`src/rtl/rgb_pkg.sv`:
```
// Shared types and lane geometry for the RGB pixel-memory stage.
package rgb_pkg;

    // Lane select as decoded from the instruction's rgb field.
    typedef enum logic [1:0] {
        RGB_FULL = 2'b00,
        RGB_R    = 2'b01,
        RGB_G    = 2'b10,
        RGB_B    = 2'b11
    } rgb_sel_e;

    // Memory-stage sequencer states.
    typedef enum logic [2:0] {
        IDLE    = 3'd0,
        LD_WAIT = 3'd1,
        LD_DONE = 3'd2,
        ST_RD   = 3'd3,
        ST_WR   = 3'd4
    } mem_state_e;

    localparam int unsigned PIXEL_W = 24;
    localparam int unsigned LANE_W  = 8;
    localparam int unsigned R_LSB   = 16;
    localparam int unsigned G_LSB   = 8;
    localparam int unsigned B_LSB   = 0;

endpackage

```
`src/rtl/rgb_lane_merge.sv`:
```
// Combinational lane helper: extracts one colour lane (or the whole pixel)
// and builds a pixel with one lane replaced by a new byte.
module rgb_lane_merge
    import rgb_pkg::*;
(
    input  logic [PIXEL_W-1:0] pixel,
    input  logic [1:0]         sel,
    input  logic [LANE_W-1:0]  lane_byte,
    output logic [PIXEL_W-1:0] lane_out,
    output logic [PIXEL_W-1:0] merged
);

    // Select the addressed lane for reads and splice the new byte for writes.
    always_comb begin
        lane_out = pixel;
        merged   = pixel;
        case (rgb_sel_e'(sel))
            RGB_R: begin
                lane_out                 = '0;
                lane_out[LANE_W-1:0]     = pixel[R_LSB +: LANE_W];
                merged[R_LSB +: LANE_W]  = lane_byte;
            end
            RGB_G: begin
                lane_out                 = '0;
                lane_out[LANE_W-1:0]     = pixel[G_LSB +: LANE_W];
                merged[G_LSB +: LANE_W]  = lane_byte;
            end
            RGB_B: begin
                lane_out                 = '0;
                lane_out[LANE_W-1:0]     = pixel[B_LSB +: LANE_W];
                merged[B_LSB +: LANE_W]  = lane_byte;
            end
            default: begin
                lane_out = pixel;
                merged   = pixel;
            end
        endcase
    end

endmodule

```
`src/rtl/rgb_mem_unit.sv`:
```
// Pixel-memory stage: full-pixel and per-channel loads/stores against a
// sync-read single-port pixel RAM, with read-modify-write for channel stores.
module rgb_mem_unit #(
    parameter int unsigned ADDR_W = 16,
    parameter int unsigned XLEN   = 32,
    parameter int unsigned PIX_W  = 24
) (
    input  logic              clk,
    input  logic              rst,
    input  logic              req_valid,
    output logic              req_ready,
    input  logic              mem_write,
    input  logic              mem_read,
    input  logic [1:0]        rgb,
    input  logic [ADDR_W-1:0] addr,
    input  logic [XLEN-1:0]   wdata,
    output logic [XLEN-1:0]   rdata,
    output logic              rdata_vld,
    output logic [ADDR_W-1:0] ram_addr,
    output logic              ram_we,
    output logic [PIX_W-1:0]  ram_wdata,
    input  logic [PIX_W-1:0]  ram_rdata
);
    import rgb_pkg::*;

    mem_state_e        state_q, state_d;
    logic [ADDR_W-1:0] addr_q, addr_d;
    rgb_sel_e          rgb_q, rgb_d;
    logic [PIX_W-1:0]  wdata_q, wdata_d;
    logic [PIX_W-1:0]  pix_q, pix_d;
    logic [PIX_W-1:0]  rdata_q, rdata_d;

    logic [PIX_W-1:0]  lane_out;
    logic [PIX_W-1:0]  merged;
    logic              unused_bits;

    // Lane logic always works on the live RAM read data: it feeds the load
    // result in LD_WAIT and the merged pixel in ST_RD.
    rgb_lane_merge u_lane (
        .pixel     (ram_rdata),
        .sel       (rgb_q),
        .lane_byte (wdata_q[LANE_W-1:0]),
        .lane_out  (lane_out),
        .merged    (merged)
    );

    assign req_ready   = (state_q == IDLE);
    assign rdata       = XLEN'(rdata_q);
    assign unused_bits = ^{wdata[XLEN-1:PIX_W], wdata_q[PIX_W-1:LANE_W]};

    // Next-state, request capture and RAM port drive.
    always_comb begin
        state_d   = state_q;
        addr_d    = addr_q;
        rgb_d     = rgb_q;
        wdata_d   = wdata_q;
        pix_d     = pix_q;
        rdata_d   = rdata_q;
        ram_addr  = addr_q;
        ram_we    = 1'b0;
        ram_wdata = '0;
        rdata_vld = 1'b0;

        case (state_q)
            IDLE: begin
                ram_addr = addr;
                if (req_valid) begin
                    addr_d  = addr;
                    rgb_d   = rgb_sel_e'(rgb);
                    wdata_d = wdata[PIX_W-1:0];
                    if (mem_write) begin
                        if (rgb_sel_e'(rgb) == RGB_FULL) begin
                            ram_we    = 1'b1;
                            ram_wdata = wdata[PIX_W-1:0];
                        end else begin
                            state_d = ST_RD;
                        end
                    end else if (mem_read) begin
                        state_d = LD_WAIT;
                    end
                end
            end
            LD_WAIT: begin
                rdata_d = lane_out;
                state_d = LD_DONE;
            end
            LD_DONE: begin
                rdata_vld = 1'b1;
                state_d   = IDLE;
            end
            ST_RD: begin
                // The merge is done while capturing, so ST_WR just replays pix_q.
                pix_d   = merged;
                state_d = ST_WR;
            end
            ST_WR: begin
                ram_we    = 1'b1;
                ram_wdata = pix_q;
                state_d   = IDLE;
            end
            default: begin
                state_d = IDLE;
            end
        endcase

        if (rst) begin
            ram_addr  = '0;
            ram_we    = 1'b0;
            ram_wdata = '0;
            rdata_vld = 1'b0;
        end
    end

    // State and request registers with synchronous reset.
    always_ff @(posedge clk) begin
        if (rst) begin
            state_q <= IDLE;
            addr_q  <= '0;
            rgb_q   <= RGB_FULL;
            wdata_q <= '0;
            pix_q   <= '0;
            rdata_q <= '0;
        end else begin
            state_q <= state_d;
            addr_q  <= addr_d;
            rgb_q   <= rgb_d;
            wdata_q <= wdata_d;
            pix_q   <= pix_d;
            rdata_q <= rdata_d;
        end
    end

endmodule
```
`config.mk`:
```
export PLATFORM = sky130hd
export DESIGN_NAME = rgb_mem_unit
export DESIGN_NICKNAME = d
export VERILOG_FILES = /design/src/rtl/rgb_pkg.sv /design/src/rtl/rgb_lane_merge.sv /design/src/rtl/rgb_mem_unit.sv
export SDC_FILE = /design/constraint.sdc
export NUM_CORES = 1
export LEC_CHECK = 0
export ABC_AREA = 0
export BUFFER_PORTS_ARGS = -buffer_cell sky130_fd_sc_hd__buf_2
export CORE_MARGIN = 10
export CORE_UTILIZATION = 50
export DETAILED_ROUTE_END_ITERATION = 6
export GPL_ROUTABILITY_DRIVEN = 0
export HOLD_SLACK_MARGIN = 0.08
export PLACE_DENSITY = 0.92
export SYNTH_ARGS = -nofsm -noshare
export SYNTH_HDL_FRONTEND = slang
export SYNTH_HIERARCHICAL = 1
export SYNTH_SLANG_ARGS = --single-unit
```
`constraint.sdc`:
```
create_clock -name clk -period 2.88 [get_ports clk]
set_input_delay 0.144 -clock clk [delete_from_list [all_inputs] [get_ports clk]]
set_output_delay 0.144 -clock clk [all_outputs]
set_load 0.1 [all_outputs]
```
==> impl_metrics.tcl <==
set metrics [dict create \
    status "finished clean" \
    synth-seq-cells 77 \
    insertion_delay_ps 360 \
    cap_viol_max_count 0 \
    area_taken_by_flip_flops_and_latches_um2 1541 \
    detailedRoute.firstPassIterationCount 5 \
    crit_arrival_ps 2320 \
    cts.path.max_buffers 2 \
    yosysUniqueCellTypes 32 \
    power_per_cell_area_nw_per_um2 516.8 \
    final.min_clock_period_ps 2467 \
    timing.final.crit_share_pct 85.67 \
    synth-warning-count 6 \
    drc 0 \
    setup-tns-final_ps 0 \
    timing.final.max_slew_violations 0 \
    holdPathStages 3 \
    hold-path-endpoint "state_q[1]" \
    route.antenna.remaining_nets 0 \
    final_design_area_no_fill_um2 5288 \
    top_level_i_o_count 154 \
    path_clk_slew_ps 80 \
    global_route_total_overflow 0 \
    cts_buffers 9 \
    mapped_cells 541 \
    floorplan.initialDensity_pct 51.33 \
    critical_path.reg2reg.startpoint "state_q[2]" \
    reg2regPathDepth 3 \
    grt_pass1_vias 4383 \
    groute.usage.overall_pct 19.97 \
    via_per_inst 5.438 \
    number_of_antenna_violations_at_the_first_check_in_global_routing 0 \
    fmax_ghz 0.4053 \
    dp.cells 742 \
    timing_hold_violations_final 0 \
    syn-mean-instance-area_um2 7.757 \
    ff2ff_setup_slack_ps 910 \
    std_cell_rows 33 \
    die-height_um 111.6 \
    tritoncts "yes" \
    share_comb_of_total_power_pct 28.4 \
    endpoint_kind "primary output" \
    p_int_mw 1.744 \
    post-cts-setup-buffers 0 \
    floorplan_die_area_um2 12460 \
    leakage_nw 2.237 \
    critical_path_peak_fanout 21 \
    worst_hold_startpoint "mem_write" \
    data_required_time_at_the_worst_endpoint_ps 2740 \
    grt_max_degree 94 \
    setup_violations 0 \
    post_layout_util_pct 64.68 \
    category_of_the_critical_setup_timing_path "input port to primary output" \
    wirelength_mm 12.96 \
    worstMarginPinSlew_ps 971.1 \
    worst_ir_drop_vdd_v 0.0003281 \
    antenna-diode-count 0 \
    worstReg2RegEnd "rgb_q[0]" \
    stdcell_count 786 \
    worstHoldPathType "input port to flop" \
    syn2layout_area_growth_pct 26.00 \
    clockRootBuffer "sky130_fd_sc_hd__clkbuf_8" \
    grt_first_pass_wirelength_mm 21.04 \
    finalClockSkew_ps 10.84 \
    max_slew_margin_pct 35.26 \
    multi_input_comb_area_um2 2377 \
    cts.sink_count 77 \
    netSwitchingFraction_pct 36.19 \
    route.vias.total 4274 \
    netlist_area_um2 4197 \
    port-buffer-count 137 \
    post_dp_cell_area_um2 4815 \
    wire_per_inst_um 16.48 \
    startpoint_type "input port" \
    total_power_mw 2.733 \
    floorplan.die.width_um 111.6 \
    ys_seq_area_share_pct 36.73 \
    switchingPower_uw 988.9 \
    first_iter_violations 287 \
    cts-htree-levels 3 \
    seq_power_share_pct 41.7 \
    share_of_cells_above_drive_strength_1_pct 29.66 \
    fill_cells 691 \
    rsz_0062_raised_after_global_routing "no" \
    clockPowerShare_pct 29.9 \
    layout.nets 755 \
    dp_hpwl_mm 9.182 \
    core_region_area_um2 8175 \
    post_cts_resized 0 \
]
[power by group through the flow]
stage	registers, mW	logic, mW	clock network [mW]
final	1.14	0.775	0.817
after global routing	1.15	0.823	0.876
after CTS	1.14	0.768	0.831
after detailed placement	1.16	0.738	0
after global placement	1.16	0.723	0
after floorplan	1.25	0.519	0
[Yosys cell counts]
master / number / share of area (%)
sky130_fd_sc_hd__buf_2: 12 / 1.4
sky130_fd_sc_hd__conb_1: 1 / 0.089
sky130_fd_sc_hd__dfxtp_1: 77 / 37
sky130_fd_sc_hd__mux2_2: 8 / 2.1
sky130_fd_sc_hd__or3b_2: 1 / 0.21
sky130_fd_sc_hd__or3_1: 2 / 0.30
sky130_fd_sc_hd__and3b_1: 1 / 0.21
sky130_fd_sc_hd__clkbuf_2: 1 / 0.12
sky130_fd_sc_hd__nor4b_2: 1 / 0.36
sky130_fd_sc_hd__clkbuf_1: 22 / 2.0
sky130_fd_sc_hd__a32oi_1: 24 / 5.0
sky130_fd_sc_hd__buf_4: 10 / 1.8
sky130_fd_sc_hd__nand2_1: 180 / 16
sky130_fd_sc_hd__a21oi_1: 90 / 11
sky130_fd_sc_hd__nor2b_4: 1 / 0.33
sky130_fd_sc_hd__or2_2: 1 / 0.15
sky130_fd_sc_hd__mux2_4: 16 / 5.7
sky130_fd_sc_hd__or4b_1: 1 / 0.24
sky130_fd_sc_hd__mux2i_1: 24 / 5.7
sky130_fd_sc_hd__nor2_4: 1 / 0.27
sky130_fd_sc_hd__nor4b_1: 1 / 0.21
sky130_fd_sc_hd__and2b_1: 1 / 0.18
sky130_fd_sc_hd__nor4_1: 1 / 0.15
sky130_fd_sc_hd__nor3b_2: 2 / 0.60
sky130_fd_sc_hd__nor2_1: 29 / 2.6
sky130_fd_sc_hd__o2111ai_1: 1 / 0.21
sky130_fd_sc_hd__a31oi_1: 2 / 0.30
sky130_fd_sc_hd__nand2_8: 1 / 0.48
sky130_fd_sc_hd__and2_1: 16 / 2.4
sky130_fd_sc_hd__inv_4: 1 / 0.15
sky130_fd_sc_hd__buf_6: 11 / 3.0
sky130_fd_sc_hd__nand3b_1: 1 / 0.18
[stage by stage]
step	hold WS, ps	setup WS (ps)
6_report	121.7	412.7
5_1_grt	151.1	305.4
4_1_cts	116.9	439.6
3_5_place_dp	402.4	855.3
3_3_place_gp	395.3	892.9
2_1_floorplan	280.0	208.1
[worst max-delay path by stage]
stage / from / end / slack [ps]
after floorplan: state_q[2] / ram_addr[5] / 210
final: rgb[0] / ram_wdata[3] / 410
after global placement: state_q[2] / ram_addr[10] / 890
after CTS: state_q[2] / ram_addr[10] / 440
after global routing: state_q[2] / ram_addr[12] / 310
after detailed placement: state_q[2] / ram_addr[10] / 860
[registers in the layout, summed over array words and instances (netlist names)]
| signal | flops |
|---|---|
| rgb_q | 2 |
| pix_q | 24 |
| addr_q | 16 |
| rdata_q | 24 |
| state_q | 3 |
| wdata_q | 8 |
[routing by layer]
metal,vias up,part of all wire (%),global-route usage (%)
met5,-,0,0
met4,0,1.8,7.455
li1,2072,-,-
met3,26,8.8,6.710
met1,2014,38,20.95
met2,162,52,36.11
[cell usage in the layout (no fill, tap or decap), types with 2 or more instances in the layout]
cell	n
sky130_fd_sc_hd__nor2_1	29
sky130_fd_sc_hd__mux2_4	16
sky130_fd_sc_hd__and2_1	16
sky130_fd_sc_hd__dlygate4sd3_1	28
sky130_fd_sc_hd__a32oi_1	24
sky130_fd_sc_hd__mux2i_1	24
sky130_fd_sc_hd__clkbuf_8	10
sky130_fd_sc_hd__buf_4	7
sky130_fd_sc_hd__conb_1	8
sky130_fd_sc_hd__or3_1	2
sky130_fd_sc_hd__dfxtp_1	77
sky130_fd_sc_hd__clkinv_2	2
sky130_fd_sc_hd__a21oi_1	81
sky130_fd_sc_hd__a31oi_1	2
sky130_fd_sc_hd__a21oi_2	9
sky130_fd_sc_hd__mux2_2	8
sky130_fd_sc_hd__nor3b_2	2
sky130_fd_sc_hd__nand2_1	180
sky130_fd_sc_hd__clkbuf_1	2
sky130_fd_sc_hd__buf_2	137
[worst max-delay path, stage by stage]
cell	delay (ps)
sky130_fd_sc_hd__dlygate4sd3_1	550
sky130_fd_sc_hd__buf_2	150
sky130_fd_sc_hd__nor3b_2	390
sky130_fd_sc_hd__buf_4	340
sky130_fd_sc_hd__a32oi_1	140
sky130_fd_sc_hd__nor2_1	140
sky130_fd_sc_hd__buf_2	460
[cells by family (layout without fill, tap and decap cells)]
logic type / after synthesis / after routing / share of synthesized area, %
other cells: 1 / 8 / 0.08936
mux: 48 / 48 / 13.60
simple gates: 241 / 241 / 24.93
buf+inv: 57 / 190 / 8.408
compound gates: 117 / 117 / 16.25
flops: 77 / 77 / 36.73
[repair_timing]
action | CTS | global route
hold buffers | 28 | 0
hold endpoints to repair | 27 | 0
setup endpoints to repair | 0 | 0
[final cells by class]
| type | instances | area share [%] |
|---|---|---|
| inverter | 1 | 0.1183 |
| tap | 105 | 2.485 |
| clock buffer | 12 | 2.745 |
| timing repair buffer | 173 | 19.64 |
| clock inverter | 4 | 0.8992 |
| sequential | 77 | 29.15 |
| multi-input combinational | 414 | 44.96 |
Power figures use the tool's default switching activity.
